<file path="config.mk">
export PLATFORM = sky130hd
export DESIGN_NAME = load_store_unit_flat
export DESIGN_NICKNAME = d
export VERILOG_FILES = /design/src/rtl/load_store_unit_if.sv /design/src/rtl/load_store_unit.sv /design/src/flat_wrapper.sv
export SDC_FILE = /design/constraint.sdc
export NUM_CORES = 1
export LEC_CHECK = 0
export CAP_MARGIN = 40
export CORE_ASPECT_RATIO = 1.25
export CORE_MARGIN = 2
export CORE_UTILIZATION = 40
export DETAILED_ROUTE_END_ITERATION = 10
export PLACE_DENSITY_LB_ADDON = 0.08
export REMOVE_ABC_BUFFERS = 1
export SETUP_SLACK_MARGIN = 0.05
export SLEW_MARGIN = 25
export SYNTH_ARGS = -nofsm -noshare
export SYNTH_HDL_FRONTEND = slang
export SYNTH_SLANG_ARGS = --single-unit
</file>
<file path="constraint.sdc">
create_clock -name clk -period 1.5 [get_ports clk]
set_input_delay 0.3 -clock clk [delete_from_list [all_inputs] [get_ports clk]]
set_output_delay 0.3 -clock clk [all_outputs]
set_load 0.01 [all_outputs]
</file>
<file path="src/rtl/load_store_unit_if.sv">
// rtl/load_store_unit_if.sv - request/grant/response data bus between the LSU and memory
interface load_store_unit_if #(
  parameter int XLEN = 32
);
  logic            bus_req;
  logic            bus_we;
  logic [XLEN-1:0] bus_addr;
  logic [3:0]      bus_be;
  logic [XLEN-1:0] bus_wdata;
  logic            bus_gnt;
  logic            bus_rvalid;
  logic [XLEN-1:0] bus_rdata;

  // LSU side: issues requests, receives grant and read data
  modport master (
    output bus_req, bus_we, bus_addr, bus_be, bus_wdata,
    input  bus_gnt, bus_rvalid, bus_rdata
  );

  // Memory side: accepts requests, returns grant and read data
  modport slave (
    input  bus_req, bus_we, bus_addr, bus_be, bus_wdata,
    output bus_gnt, bus_rvalid, bus_rdata
  );
endinterface

</file>
<file path="src/rtl/load_store_unit.sv">
// rtl/load_store_unit.sv - multi-cycle load/store unit with byte-lane sizing and load extension
module load_store_unit #(
  parameter int XLEN = 32
) (
  input  logic               clk,
  input  logic               n_reset,
  input  logic               req_valid,
  input  logic               req_we,
  input  logic [2:0]         req_funct3,
  input  logic [XLEN-1:0]    req_addr,
  input  logic [XLEN-1:0]    req_wdata,
  output logic               stall,
  output logic [XLEN-1:0]    rdata,
  output logic               rdata_valid,
  output logic               fault,
  load_store_unit_if.master  bus
);

  localparam logic [2:0] IDLE   = 3'd0;
  localparam logic [2:0] REQ    = 3'd1;
  localparam logic [2:0] WAIT_R = 3'd2;
  localparam logic [2:0] DONE   = 3'd3;
  localparam logic [2:0] FAULT  = 3'd4;

  logic [2:0]      state;
  logic            we_q;
  logic [2:0]      funct3_q;
  logic [XLEN-1:0] addr_q;
  logic [3:0]      be_q;
  logic [XLEN-1:0] wdata_q;

  logic            illegal;
  logic            misaligned;
  logic [3:0]      be_new;
  logic [XLEN-1:0] wdata_new;
  logic [XLEN-1:0] shifted;
  logic [XLEN-1:0] load_ext;

  // Decode the incoming request: legality, alignment, byte lanes and replicated store data
  always_comb begin
    illegal    = (req_funct3 == 3'b011) || (req_funct3 == 3'b110) ||
                 (req_funct3 == 3'b111) || (req_we && req_funct3[2]);
    misaligned = ((req_funct3[1:0] == 2'b01) && req_addr[0]) ||
                 ((req_funct3[1:0] == 2'b10) && (req_addr[1:0] != 2'b00));
    case (req_funct3[1:0])
      2'b00: begin
        be_new    = 4'b0001 << req_addr[1:0];
        wdata_new = {4{req_wdata[7:0]}};
      end
      2'b01: begin
        be_new    = 4'b0011 << req_addr[1:0];
        wdata_new = {2{req_wdata[15:0]}};
      end
      default: begin
        be_new    = 4'b1111;
        wdata_new = req_wdata;
      end
    endcase
  end

  // Move the addressed byte/half to the bottom of the word and extend it by access size
  always_comb begin
    shifted = bus.bus_rdata >> {addr_q[1:0], 3'b000};
    case (funct3_q)
      3'b000:  load_ext = {{24{shifted[7]}}, shifted[7:0]};
      3'b100:  load_ext = {24'd0, shifted[7:0]};
      3'b001:  load_ext = {{16{shifted[15]}}, shifted[15:0]};
      3'b101:  load_ext = {16'd0, shifted[15:0]};
      default: load_ext = shifted;
    endcase
  end

  // Access sequencer: capture request in IDLE, hand it to the bus, collect load data
  always_ff @(posedge clk) begin
    if (!n_reset) begin
      state    <= IDLE;
      we_q     <= 1'b0;
      funct3_q <= 3'b000;
      addr_q   <= '0;
      be_q     <= 4'b0000;
      wdata_q  <= '0;
      rdata    <= '0;
    end else begin
      case (state)
        IDLE: begin
          if (req_valid) begin
            if (illegal || misaligned) begin
              state <= FAULT;
            end else begin
              we_q     <= req_we;
              funct3_q <= req_funct3;
              addr_q   <= req_addr;
              be_q     <= be_new;
              wdata_q  <= wdata_new;
              state    <= REQ;
            end
          end
        end
        REQ: begin
          if (bus.bus_gnt) state <= we_q ? DONE : WAIT_R;
        end
        WAIT_R: begin
          if (bus.bus_rvalid) begin
            rdata <= load_ext;
            state <= DONE;
          end
        end
        DONE:    state <= IDLE;
        FAULT:   state <= IDLE;
        default: state <= IDLE;
      endcase
    end
  end

  // Bus fields come only from registered request state, so they hold steady through REQ
  always_comb begin
    bus.bus_req   = (state == REQ);
    bus.bus_we    = (state == REQ) && we_q;
    bus.bus_addr  = (state == REQ) ? {addr_q[XLEN-1:2], 2'b00} : '0;
    bus.bus_be    = (state == REQ) ? be_q : 4'b0000;
    bus.bus_wdata = ((state == REQ) && we_q) ? wdata_q : '0;
  end

  // Core-facing status: hold the pipeline until the access resolves
  always_comb begin
    stall       = req_valid && (state != DONE) && (state != FAULT);
    rdata_valid = (state == DONE) && !we_q;
    fault       = (state == FAULT);
  end

endmodule

</file>
<file path="src/flat_wrapper.sv">
// flat-port wrapper written by rule: the top's interface ports become plain ports
module load_store_unit_flat 
#(
  parameter int XLEN = 32
)
  (clk, n_reset, req_valid, req_we, req_funct3, req_addr, req_wdata, stall, rdata, rdata_valid, fault, bus_bus_req, bus_bus_we, bus_bus_addr, bus_bus_be, bus_bus_wdata, bus_bus_gnt, bus_bus_rvalid, bus_bus_rdata);
  load_store_unit_if #(.XLEN(XLEN)) bus_i ();
  input  logic clk;
  input  logic n_reset;
  input  logic req_valid;
  input  logic req_we;
  input  logic [2:0] req_funct3;
  input  logic [XLEN-1:0] req_addr;
  input  logic [XLEN-1:0] req_wdata;
  output logic stall;
  output logic [XLEN-1:0] rdata;
  output logic rdata_valid;
  output logic fault;
  output wire logic [$bits(bus_i.bus_req)-1:0] bus_bus_req;
  output wire logic [$bits(bus_i.bus_we)-1:0] bus_bus_we;
  output wire logic [$bits(bus_i.bus_addr)-1:0] bus_bus_addr;
  output wire logic [$bits(bus_i.bus_be)-1:0] bus_bus_be;
  output wire logic [$bits(bus_i.bus_wdata)-1:0] bus_bus_wdata;
  input wire logic [$bits(bus_i.bus_gnt)-1:0] bus_bus_gnt;
  input wire logic [$bits(bus_i.bus_rvalid)-1:0] bus_bus_rvalid;
  input wire logic [$bits(bus_i.bus_rdata)-1:0] bus_bus_rdata;
  assign bus_bus_req = bus_i.bus_req;
  assign bus_bus_we = bus_i.bus_we;
  assign bus_bus_addr = bus_i.bus_addr;
  assign bus_bus_be = bus_i.bus_be;
  assign bus_bus_wdata = bus_i.bus_wdata;
  assign bus_i.bus_gnt = bus_bus_gnt;
  assign bus_i.bus_rvalid = bus_bus_rvalid;
  assign bus_i.bus_rdata = bus_bus_rdata;
  load_store_unit #(.XLEN(XLEN)) u_core (.clk(clk), .n_reset(n_reset), .req_valid(req_valid), .req_we(req_we), .req_funct3(req_funct3), .req_addr(req_addr), .req_wdata(req_wdata), .stall(stall), .rdata(rdata), .rdata_valid(rdata_valid), .fault(fault), .bus(bus_i));
endmodule
</file>
==> results.md <==
- Met2 Use GR: 0.458
- Footprint of the multi-input gates: 0.00348 mm2
- Die Wd: 107 um
- Layout cell share with drive strength beyond 1: 0.372
- Critical path data required time: 1.20 ns
- Post-synth EDFFs: 0
- Io pins: 210
- Post-synthesis register bit count: 107
- Final setup margin: -0.467 ns
- Busiest layer in global routing: met2
- CTS max path bufs: 2
- Mapped cell area: 0.00534 mm2
- First-pass GRT wire length: 30,000 um
- Status: complete, but fails checks
- Fin. Hold Viols: 0
- H-tree Lvls: 3
- RR Startpoint: u_core.state[2]$_SDFFE_PN0P_
- ANT cells: 0
- Die ar.: 0.0143 mm2
- PnR Total Power: 7.15 mW
- Unrepaired setup endpoints after global routing: true
- Distinct cells, synth: 41
- Endpoints failing setup: 173
- CTS sink count: 107
- Mean Syn Cell Area: 7.97 um2
- DRT iter0 DRCs: 230
- Met1 Use GR: 0.309
- Hold depth: 3
- Core ar.: 0.0132 mm2
- Antenna-violating nets left: 0
- R2R depth: 10
- Worst vdd ir: 462 uV
- Fin. max-slew vios: 0
- Die H: 133 um
- Critical path fanouts, max: 12
- CP top delay family: buffers and inverters
- Max Fclk: 0.509 GHz
- CTS tree: yes
- Worst hold path startpoint: req_we
- Clock Skews: 0.00923 ns
- Slowest stage cell, crit path: dfxtp_2
- RePlAce Congestion: 0.841
- CTS root buffer: clkbuf_16
- Vias: 6,046
- Vias per inst: 5.47
- Startpoint Class: flop
- Routed WL: 19,600 um
- Hold worst-path end: u_core.we_q$_SDFFE_PN0P_
- Synthesis-to-finish area growth: 76.2%
- TritonCTS Buffers: 9
- Met3 Use GR: 0.0445
- Slew @ Worst Pin: 0.630 ns
- Worst r2r dst: u_core.funct3_q[1]$_SDFFE_PN0P_
- Cells after Synth: 670
- First-pass DRT Iterations: 5
- Initial core utilization: 0.406
- Vias in the first global route: 5,926
- Ys Warns: 0
- Filler cells: 1,029
- Final nets: 1,034
- Hold Buf Count CTS: 0
- Largest net degree at the start of global routing: 36
- Power Density: 760 mW/mm2
- R2R Setup Slk: -0.32 ns
- Post-route DRC: 0
- Worst skew pair latency: 0.35 ns
- Final worst-path cycle share: 1.31
- Row count: 47
- Average wire per standard cell: 17.7 um
- Final HPWL DP: 12,000 um
- Register area share after synthesis: 0.401
- Crit path kind: flop to output port
- GRT Total Usage: 0.265
- Max_cap viols: 0
- Synth async-reset ratio: 0
- Critical path cell sequence: nor3b_4 -> buf_6 -> buf_12 -> and3_4 -> clkdlybuf4s15_2
- Min Clock Period, post-route: 1.97 ns
- Clock transition at the registers of the reported paths: 0.08 ns
- Most used DFF post-synth: dfxtp_1
- Area post-placement: 0.00797 mm2
- Type of the tightest min-delay check: input port to flop
- Worst EP arrival: 1.67 ns
- Slowest stage delay, CP: 0.34 ns
- CP Capture Type: output port
- Grt total ovfl: 0
- Initial antenna violation count: 0
- Total Neg Setup Slack: -45.22 ns
- Crit path depth: 5
- Design area: 0.00941 mm2
- Max_slew headroom: 0.579
- Failing checks: negative setup slack
- Register area: 0.00215 mm2
- Buf/Inv on CP: 3
- Buffers added on ports: 207
- Hold_ws: 0.277 ns
- Static leakage: 4.31 nW
## kinds of logic after synthesis
family	share of synthesized area
buffers and inverters	0.0578
AOI/OAI and AO/OA	0.159
muxes	0.0810
DFF	0.401
other	0.000702
and+or+nand+nor	0.300
## cell type report
| cell class | count | share of cell area |
|---|---|---|
| clock buffer | 10 | 0.0254 |
| clock inverter | 6 | 0.00744 |
| inverter | 2 | 0.000798 |
| multi-input combinational | 499 | 0.370 |
| timing repair buffer | 310 | 0.345 |
| tap | 171 | 0.0227 |
| sequential | 107 | 0.228 |
## placed cells by master, fill, tap and decap left out, types with 4 or more instances in the layout
master	count
mux2i_1	24
o21ai_0	23
nand2_2	10
o211a_1	16
a21oi_2	16
a21oi_1	20
buf_6	39
and2_4	13
and2_1	24
nor2_1	19
nor2b_1	4
and3_4	5
and3_1	28
clkbuf_16	10
buf_2	54
nand2_1	108
a211oi_2	8
dlygate4sd2_1	37
dfxtp_2	4
buf_4	40
o21ai_2	9
nand3_1	46
buf_12	20
nand3_2	50
a21boi_1	8
o211ai_1	9
buf_16	16
mux2_2	15
dfxtp_1	102
o21ai_1	10
clkdlybuf4s50_1	96
## worst max path at each step
stage | start | to | slack, ns
after floorplan | req_we | u_core.be_q[0]$_SDFFE_PN0P_ | -1.30
after global routing | u_core.state[2]$_SDFFE_PN0P_ | bus_bus_wdata[2] | -0.51
after global placement | req_funct3[0] | u_core.addr_q[2]$_SDFFE_PN0P_ | -0.52
after detailed placement | req_funct3[0] | u_core.addr_q[17]$_SDFFE_PN0P_ | -0.53
final | u_core.state[2]$_SDFFE_PN0P_ | bus_bus_wdata[2] | -0.47
after CTS | u_core.state[1]$_SDFFE_PN0P_ | bus_bus_wdata[2] | -0.46
## tightest hold or removal path: stages
cell            delay [ns]
dlymetal6s2s_1        0.15
nand3_2               0.08
nand2_1               0.05
## synthesized netlist by cell type, types with 2 or more instances
library cell / n / area, um2
buf_6: 3 / 33.8
nand3b_1: 2 / 15.0
inv_1: 2 / 7.51
nor2_1: 21 / 78.8
buf_1: 2 / 7.51
clkbuf_1: 42 / 158
and2_1: 36 / 225
nor3_1: 3 / 15.0
o211a_1: 16 / 160
o21ai_1: 12 / 60.1
a21oi_1: 36 / 180
nor3b_1: 3 / 22.5
mux2i_1: 25 / 250
o211ai_1: 9 / 67.6
a21boi_1: 8 / 60.1
nor2b_1: 4 / 25.0
nand2_1: 121 / 454
buf_2: 10 / 50.1
dfxtp_1: 107 / 2140
a211oi_2: 8 / 100
buf_4: 7 / 52.6
or2_2: 2 / 12.5
and3_1: 33 / 206
nand3_1: 97 / 485
mux2_2: 15 / 169
o21ai_0: 31 / 155
## report_power, final
part	total (mW)	switching, mW	internal [mW]
Sequential	3.05	0.0805	2.97
Combinational	1.62	0.737	0.886
Clock	2.48	1.13	1.36
Total	7.15	1.94	5.21
## through the flow
stage | cells | utilization | setup slack [ns]
4_1_cts | 1104 | 0.708 | -0.465
2_1_floorplan | 607 | - | -1.30
6_report | 1105 | 0.715 | -0.467
3_5_place_dp | 1049 | 0.605 | -0.528
3_3_place_gp | 1049 | 0.605 | -0.520
5_1_grt | 1105 | 0.715 | -0.514
## sequential cells by signal, indices dropped and copies added, names as in the netlist
signal and cells:
u_core.funct3_q 3, u_core.addr_q 32, u_core.state 3, u_core.we_q 1, u_core.rdata 32, u_core.wdata_q 32, u_core.be_q 4
## repair_timing
item / 4_1_cts / 5_1_grt
buffers inserted: 21 / 1
gates resized for setup: 508 / 25
setup endpoints to repair: 206 / 177
endpoints found under the hold margin: 0 / 0
pin swaps: 76 / 1
cloned: 19 / 0
## metal layers
metal,share of wire,vias to the layer above
li1,-,2854
met1,0.39,2871
met2,0.50,249
met3,0.062,72
met4,0.044,0
met5,0,-
Power figures use the tool's default switching activity.
